File: src/rtl/serial_sub_pkg.sv
// Shared types and defaults for the bit-serial subtractor.
package serial_sub_pkg;
  localparam int DEFAULT_WIDTH = 8;

  typedef enum logic [1:0] {
    IDLE  = 2'd0,
    SHIFT = 2'd1,
    DONE  = 2'd2
  } state_t;
endpackage

File: src/rtl/full_sub.sv
// One-bit full subtractor (a - b - bin) built from two half-subtractor cells.
module full_sub (
  input  logic a,
  input  logic b,
  input  logic bin,
  output logic d,
  output logic bo
);
  logic d1, bo1, bo2;

  half_sub u_hs0 (.a(a),  .b(b),   .d(d1), .bo(bo1));
  half_sub u_hs1 (.a(d1), .b(bin), .d(d),  .bo(bo2));

  assign bo = bo1 | bo2;
endmodule

module half_sub (
  input  logic a,
  input  logic b,
  output logic d,
  output logic bo
);
  assign d  = a ^ b;
  assign bo = ~a & b;
endmodule

File: src/rtl/serial_sub.sv
// Bit-serial WIDTH-bit subtractor D = A - B, LSB first, one bit per clock.
module serial_sub
  import serial_sub_pkg::*;
#(
  parameter int WIDTH = DEFAULT_WIDTH
) (
  input  logic             clk,
  input  logic             rst_n,
  input  logic             start,
  input  logic [WIDTH-1:0] A,
  input  logic [WIDTH-1:0] B,
  output logic             busy,
  output logic             done,
  output logic [WIDTH-1:0] D,
  output logic             Bout
);
  localparam int CW = $clog2(WIDTH + 1);

  state_t           state, state_nxt;
  logic [WIDTH-1:0] a_sr, b_sr, r_sr, r_nxt;
  logic [CW-1:0]    cnt;
  logic             br, d_bit, bo_bit;
  logic             accept, last;

  full_sub u_fs (
    .a  (a_sr[0]),
    .b  (b_sr[0]),
    .bin(br),
    .d  (d_bit),
    .bo (bo_bit)
  );

  assign accept = start && (state == IDLE || state == DONE);
  assign last   = (state == SHIFT) && (cnt == CW'(WIDTH - 1));
  // Shifting through a concatenation keeps WIDTH=1 legal and reads every bit.
  assign r_nxt  = WIDTH'({d_bit, r_sr} >> 1);
  assign busy   = (state == SHIFT);
  assign done   = (state == DONE);

  always_comb begin
    state_nxt = state;
    case (state)
      IDLE:    if (start) state_nxt = SHIFT;
      SHIFT:   if (last) state_nxt = DONE;
      DONE:    state_nxt = start ? SHIFT : IDLE;
      default: state_nxt = IDLE;
    endcase
  end

  always_ff @(posedge clk) begin
    if (!rst_n) begin
      state <= IDLE;
      a_sr  <= '0;
      b_sr  <= '0;
      r_sr  <= '0;
      cnt   <= '0;
      br    <= 1'b0;
      D     <= '0;
      Bout  <= 1'b0;
    end else begin
      state <= state_nxt;
      if (accept) begin
        a_sr <= A;
        b_sr <= B;
        r_sr <= '0;
        br   <= 1'b0;
        cnt  <= '0;
      end else if (state == SHIFT) begin
        a_sr <= a_sr >> 1;
        b_sr <= b_sr >> 1;
        r_sr <= r_nxt;
        br   <= bo_bit;
        cnt  <= cnt + CW'(1);
        // Outputs only move on the final bit so they hold through SHIFT.
        if (last) begin
          D    <= r_nxt;
          Bout <= bo_bit;
        end
      end
    end
  end
endmodule

File: config.mk
export PLATFORM = sky130hd
export DESIGN_NAME = serial_sub
export DESIGN_NICKNAME = d
export VERILOG_FILES = /design/src/rtl/serial_sub_pkg.sv /design/src/rtl/full_sub.sv /design/src/rtl/serial_sub.sv
export SDC_FILE = /design/constraint.sdc
export NUM_CORES = 1
export LEC_CHECK = 0
export ABC_AREA = 1
export CORE_ASPECT_RATIO = 1.25
export CORE_MARGIN = 5
export CORE_UTILIZATION = 47
export CTS_BUF_LIST = sky130_fd_sc_hd__clkbuf_4 sky130_fd_sc_hd__clkbuf_8 sky130_fd_sc_hd__clkbuf_16
export DETAILED_ROUTE_END_ITERATION = 6
export PLACE_DENSITY = 0.82
export SYNTH_ARGS = -nofsm -noshare
export SYNTH_HDL_FRONTEND = slang
export SYNTH_HIERARCHICAL = 1
export SYNTH_SLANG_ARGS = --single-unit
File: constraint.sdc
create_clock -name clk -period 1.3 [get_ports clk]
set_input_delay 0.195 -clock clk [delete_from_list [all_inputs] [get_ports clk]]
set_output_delay 0.195 -clock clk [all_outputs]
set_load 0.005 [all_outputs]
# --- Yosys cells after proc, flatten, opt, wreduce, memory -nomap -nowiden ---
# Cells that the tools add are included.
word_totals:
  in_bits: 19
  ff_bits: 40
  word_cells: 39
classes:
  n_reduce_logical: 8
  mux: 8
  bitwise: 9
  eq_ne: 5
  addsub: 1
op_table:
  columns: ["operator", "count"]
  rows:
  - ["two-way mux 8 bit", 4]
  - ["case mux 2 bit (3 select lines)", 1]
  - ["adder 4 x 1 -> 4 bit (second input constant)", 1]
  - ["equality test 4 x 3 -> 1 bit (second input constant)", 1]
  - ["two-way mux 2 bit", 2]
  - ["inverter 1 bit", 4]
  - ["AND reduction 3 bit", 1]
  - ["bitwise AND 1 bit", 2]
  - ["equality test 2 x 1 -> 1 bit (second input constant)", 1]
  - ["equality test 2 bit (second input constant)", 1]
  - ["logical AND 1 bit", 2]
  - ["logical NOT 2 bit", 1]
  - ["!= test 2 x 1 -> 1 bit (second input constant)", 1]
  - ["!= test 2 bit (second input constant)", 1]
  - ["AND reduction 2 bit", 1]
  - ["nonzero test 2 bit", 1]
  - ["OR reduction 2 bit", 1]
  - ["bitwise XOR 1 bit", 2]
  - ["logical OR 1 bit", 1]
  - ["two-way mux 1 bit", 1]
  - ["bitwise OR 1 bit", 1]

# --- Logic depth before layout (Yosys ltp) ---
depth:
  depth_word: 5
  depth_mapped: 9
  mapped_depth_nobuf: 9

# --- Cells and area by module ---
# The synthesis kept the hierarchy.
by_module_without_submodules:
  columns: ["module", "area_each_um2", "cells_each", "n_inst"]
  rows:
  - ["serial_sub", 1687.9, 243, 1]
  - ["half_sub", 20.0, 3, 2]
  - ["full_sub", 11.3, 3, 1]

# --- Worst setup path before layout ---
# OpenSTA, ideal clock, no wires.
synth_path:
  kind: "reg-to-reg"
  startpoint: "register a_sr[0]"
  endpoint: "register r_sr[7]"
  setup_slack_ns: 0.071
  arrival_time_ns: 1.159
  t_required_ns: 1.230
  period_less_slack_ns: 1.229
  stages_incl_launch_ff: 9
  path_cell_list: "dfxtp_1 inv_1 ha_1 inv_1 inv_1 ha_1 inv_1 nand2_1 a21oi_1"
synth_between:
  elab_chain_len: 2
synth_rtl:
  columns: ["item", "line_no", "rtl"]
  rows:
  - ["start: declaration", "serial_sub.sv:20", "logic [WIDTH-1:0] a_sr, b_sr, r_sr, r_nxt;"]
  - ["start signal: assignment", "serial_sub.sv:69", "a_sr <= a_sr >> 1;"]
  - ["bitwise XOR 1 bit", "full_sub.sv:23", "assign d = a ^ b;"]
  - ["via u_fs.d1", "full_sub.sv:9", "logic d1, bo1, bo2;"]
  - ["bitwise XOR 1 bit", "full_sub.sv:23", null]
  - ["via d_bit", "serial_sub.sv:22", "logic br, d_bit, bo_bit;"]
  - ["end signal: assignment", "serial_sub.sv:71", "r_sr <= r_nxt;"]
  - ["end: declaration", "serial_sub.sv:20", null]
# The timed path passes the listed nets, and every way through them passes these cells.
# A chain may end at the register's enable or synchronous reset.

# --- Worst setup path in the final report ---
# Same ends and word-level chain as after synthesis.

==> run_results.csv <==
group,metric,value,unit
status,status,"finished, final reports clean",
route,vias,1641,
clocking,postCtsHoldBufs,0,
place,place.detailed.hpwl,2630,microns
timing,slew_headroom,86.5,%
synthesis,synth_fa_ha_area_share,2.16,%
synthesis,synth_compound_area_share,8.63,%
cells_and_area,area_delta_synth_final,28.8,%
clocking,cts.sinks,39,
route,drtIter0Drc,39,
synthesis,ys_seq_elements,39,
worst_setup_path,arrival,1.44,ns
route,via_per_inst,4.90,
clocking,clk_pin_slew_worst_paths,0.07,ns
synthesis,yosysTopAreaCell,"dfxtp_1",
clocking,clk_root_buffer_cell,"clkbuf_8",
timing,finalMaxSlewViolations,0,
route,antenna_left,0,
floorplanning,core,0.00354,sq mm
timing,fin_skew,0.00399,ns
cells_and_area,final_cell_mix,"67 x nand2_1, 33 x dfxtp_1, 32 x inv_1",
worst_setup_path,critPathTopFamily,"adder cells",
worst_setup_path,critPathMaxStageDelay,0.33,ns
route,wl_per_cell,10.7,microns
worst_setup_path,cp_num_buf_inv,4,
synthesis,synth.avg_cell_area,6.90,sq um
synthesis,ys_top_cells_by_area,"dfxtp_1 45%, nand2_1 15%, nand3_1 8.3%",
worst_setup_path,r2r_slack,0.09,ns
worst_hold_path,hp-start,"D[1]$_SDFFE_PN0P_",
place,postPlaceCellArea,0.00212,sq mm
synthesis,syn_nets,274,
worst_setup_path,crit_path_end_kind,"flip-flop",
worst_setup_path,cp-startpoint,"a_sr[0]$_SDFFE_PN0P_",
cells_and_area,finalInstanceArea,0.00224,sq mm
worst_setup_path,start_kind,"flip-flop",
pwr,leakagePower,1.07,nW
cells_and_area,num_antenna_cells,0,
pwr,ir_drop,800,uV
grt,grt_pass1_vias,1493,
clocking,cts_max_level,2,
route,drc,0,
worst_setup_path,worstPathCellList,"inv_2 -> ha_4 -> inv_1 -> inv_1 -> ha_1 -> inv_2 -> nand2_1 -> a21oi_2",
floorplanning,die_area,0.00502,sq mm
timing,worstMarginPinSlew,0.202,ns
synthesis,synth_cell_types,18,
synthesis,synth_top_family_by_area,"simple AND/OR/NAND/NOR gates",
grt,grt-ovfl-total,0,
clocking,clk_latency,0.29,ns
floorplanning,fp.dieH,78.0,microns
route,wl,3580,microns
synthesis,syn_area,0.00174,sq mm
floorplanning,pin_count,30,
synthesis,syn_inst,252,
cells_and_area,final_util,63.2,%
flow_run,drv_cap,0,
timing,post-route-period-util,93.4,%
grt,grt_antenna_before_repair,0,
synthesis,synth-seq-area-share,44.9,%
route,wl_met2,1810,microns
floorplanning,start_util,49.1,%
place,place_inst,325,
timing,final-setup-viol-count,0,
worst_setup_path,r2r_start,"a_sr[0]$_SDFFE_PN0P_",
route,top_layer,"met4",
cells_and_area,drive_gt1_share,17.2,%
clocking,cts_tree,"done",
synthesis,synth-simple-area-share,31.3,%
synthesis,yosys_warnings,6,
grt,grt_max_degree,15,
grt,grt_pass1_wl,6100,microns
floorplanning,num_rows,24,
clocking,cts_inserted_buffers,5,
timing,fin_hold_ws,0.451,ns
route,dr_wl_met3,177,microns
place,finalWeightedCongestion,0.775,
route,drtPass1Iterations,4,
timing,grt_setup_unrepaired,"no",
timing,tns,0,ns
synthesis,synth-xor-area-share,0,%
pwr,powerDensity,1100,mW/mm^2
synthesis,synth_mux_area_share,0,%
worst_setup_path,crit_type,"reg2reg",
worst_setup_path,worstPathMaxFanout,2,
timing,finalHoldViolCount,0,
cells_and_area,nNetsFinal,317,
cells_and_area,final_common_cell,"nand2_1",
synthesis,synth.top_cell.area_share,44.9,%
worst_hold_path,worstHoldPathType,"reg2reg",
route,drt-met1-wl,1550,microns
timing,finalCriticalPeriod,1.21,ns
clocking,clockBufferDepth,2,
grt,grt.total_usage,15.1,%
timing,fmax,824,MHz
place,port_buffers,29,
worst_setup_path,critical_path.slowest_cell,"dfxtp_2",
floorplanning,die_w,64.4,microns
cells_and_area,finalNonFillerCells,335,
worst_setup_path,worst_ep_required_time,1.53,ns
[metal layers]
| layer | up-vias | global-route usage [%] |
|---|---|---|
| met3 | 6 | 5.00 |
| met2 | 36 | 26.7 |
| met4 | 0 | 5.92 |
| met5 | - | 0 |
| li1 | 861 | - |
| met1 | 738 | 16.7 |
[final cells by class]
class | instances | area [sq um]
inverters | 41 | 156
fillers | 326 | 1300
multi-input cells | 162 | 758
flip-flops and latches | 39 | 788
clock inverters | 2 | 12.5
repair buffers | 46 | 400
clock buffers | 6 | 76.3
well taps | 39 | 48.8
[timing repair]
| action | 4_1_cts | 5_1_grt |
|---|---|---|
| setup endpoints to repair | 14 | 19 |
| buffers inserted | 1 | 1 |
| gates resized for setup | 18 | 10 |
| pin swaps | 3 | 1 |
[sequential cells by signal (all words and copies together), names as in the netlist]
signal	flops
Bout	1
b_sr	8
D	8
r_sr	7
a_sr	8
cnt	4
br	1
state	2
[path summary, 6_finish.rpt]
check	endpoint	cells after the start
setup / recovery	r_sr[7]$_SDFFE_PP0N_	8
hold / removal	D[1]$_SDFFE_PN0P_	2
setup reg to reg	r_sr[7]$_SDFFE_PP0N_	8
hold reg to reg	D[1]$_SDFFE_PN0P_	2
[cell usage after synthesis]
library cell	instances
a21oi_1	18
buf_1	1
buf_2	4
buf_4	2
buf_6	3
dfxtp_1	39
ha_1	3
inv_1	35
inv_2	6
nand2_1	68
nand2_2	1
nand2_4	1
nand3_1	29
nor2_1	26
nor2_2	2
nor2_4	1
nor3_1	1
o21ai_0	12
[worst reg2reg max path: cells and delay by family (launching register included)]
kind                     cells  cell delay, ns
adder cells (fa/ha/maj)      2            0.47
AO/OA/AOI/OAI                1            0.11
flip-flops                   1            0.33
buffers and inverters        4            0.18
AND/OR/NAND/NOR              1            0.06
[logic make-up (layout without fill, tap and decap cells)]
group / after synthesis / in the layout
simple gates: 129 / 129
buf+inv: 51 / 95
flops: 39 / 39
compound gates: 30 / 30
fa+ha+maj: 3 / 3
[power breakdown]
group / internal, mW / switching, mW
Combinational: 0.169 / 0.203
Clock: 0.395 / 0.408
Sequential: 1.25 / 0.0355
[metrics by stage]
step	worst slack, ns	power [mW]
after global routing	0.00792	2.61
final	0.0858	2.46
after floorplan	0.0715	1.53
after global placement	-0.0664	1.65
after CTS	0.0151	2.47
after detailed placement	-0.109	1.66
Note: power is estimated with default switching activity, not from simulation.
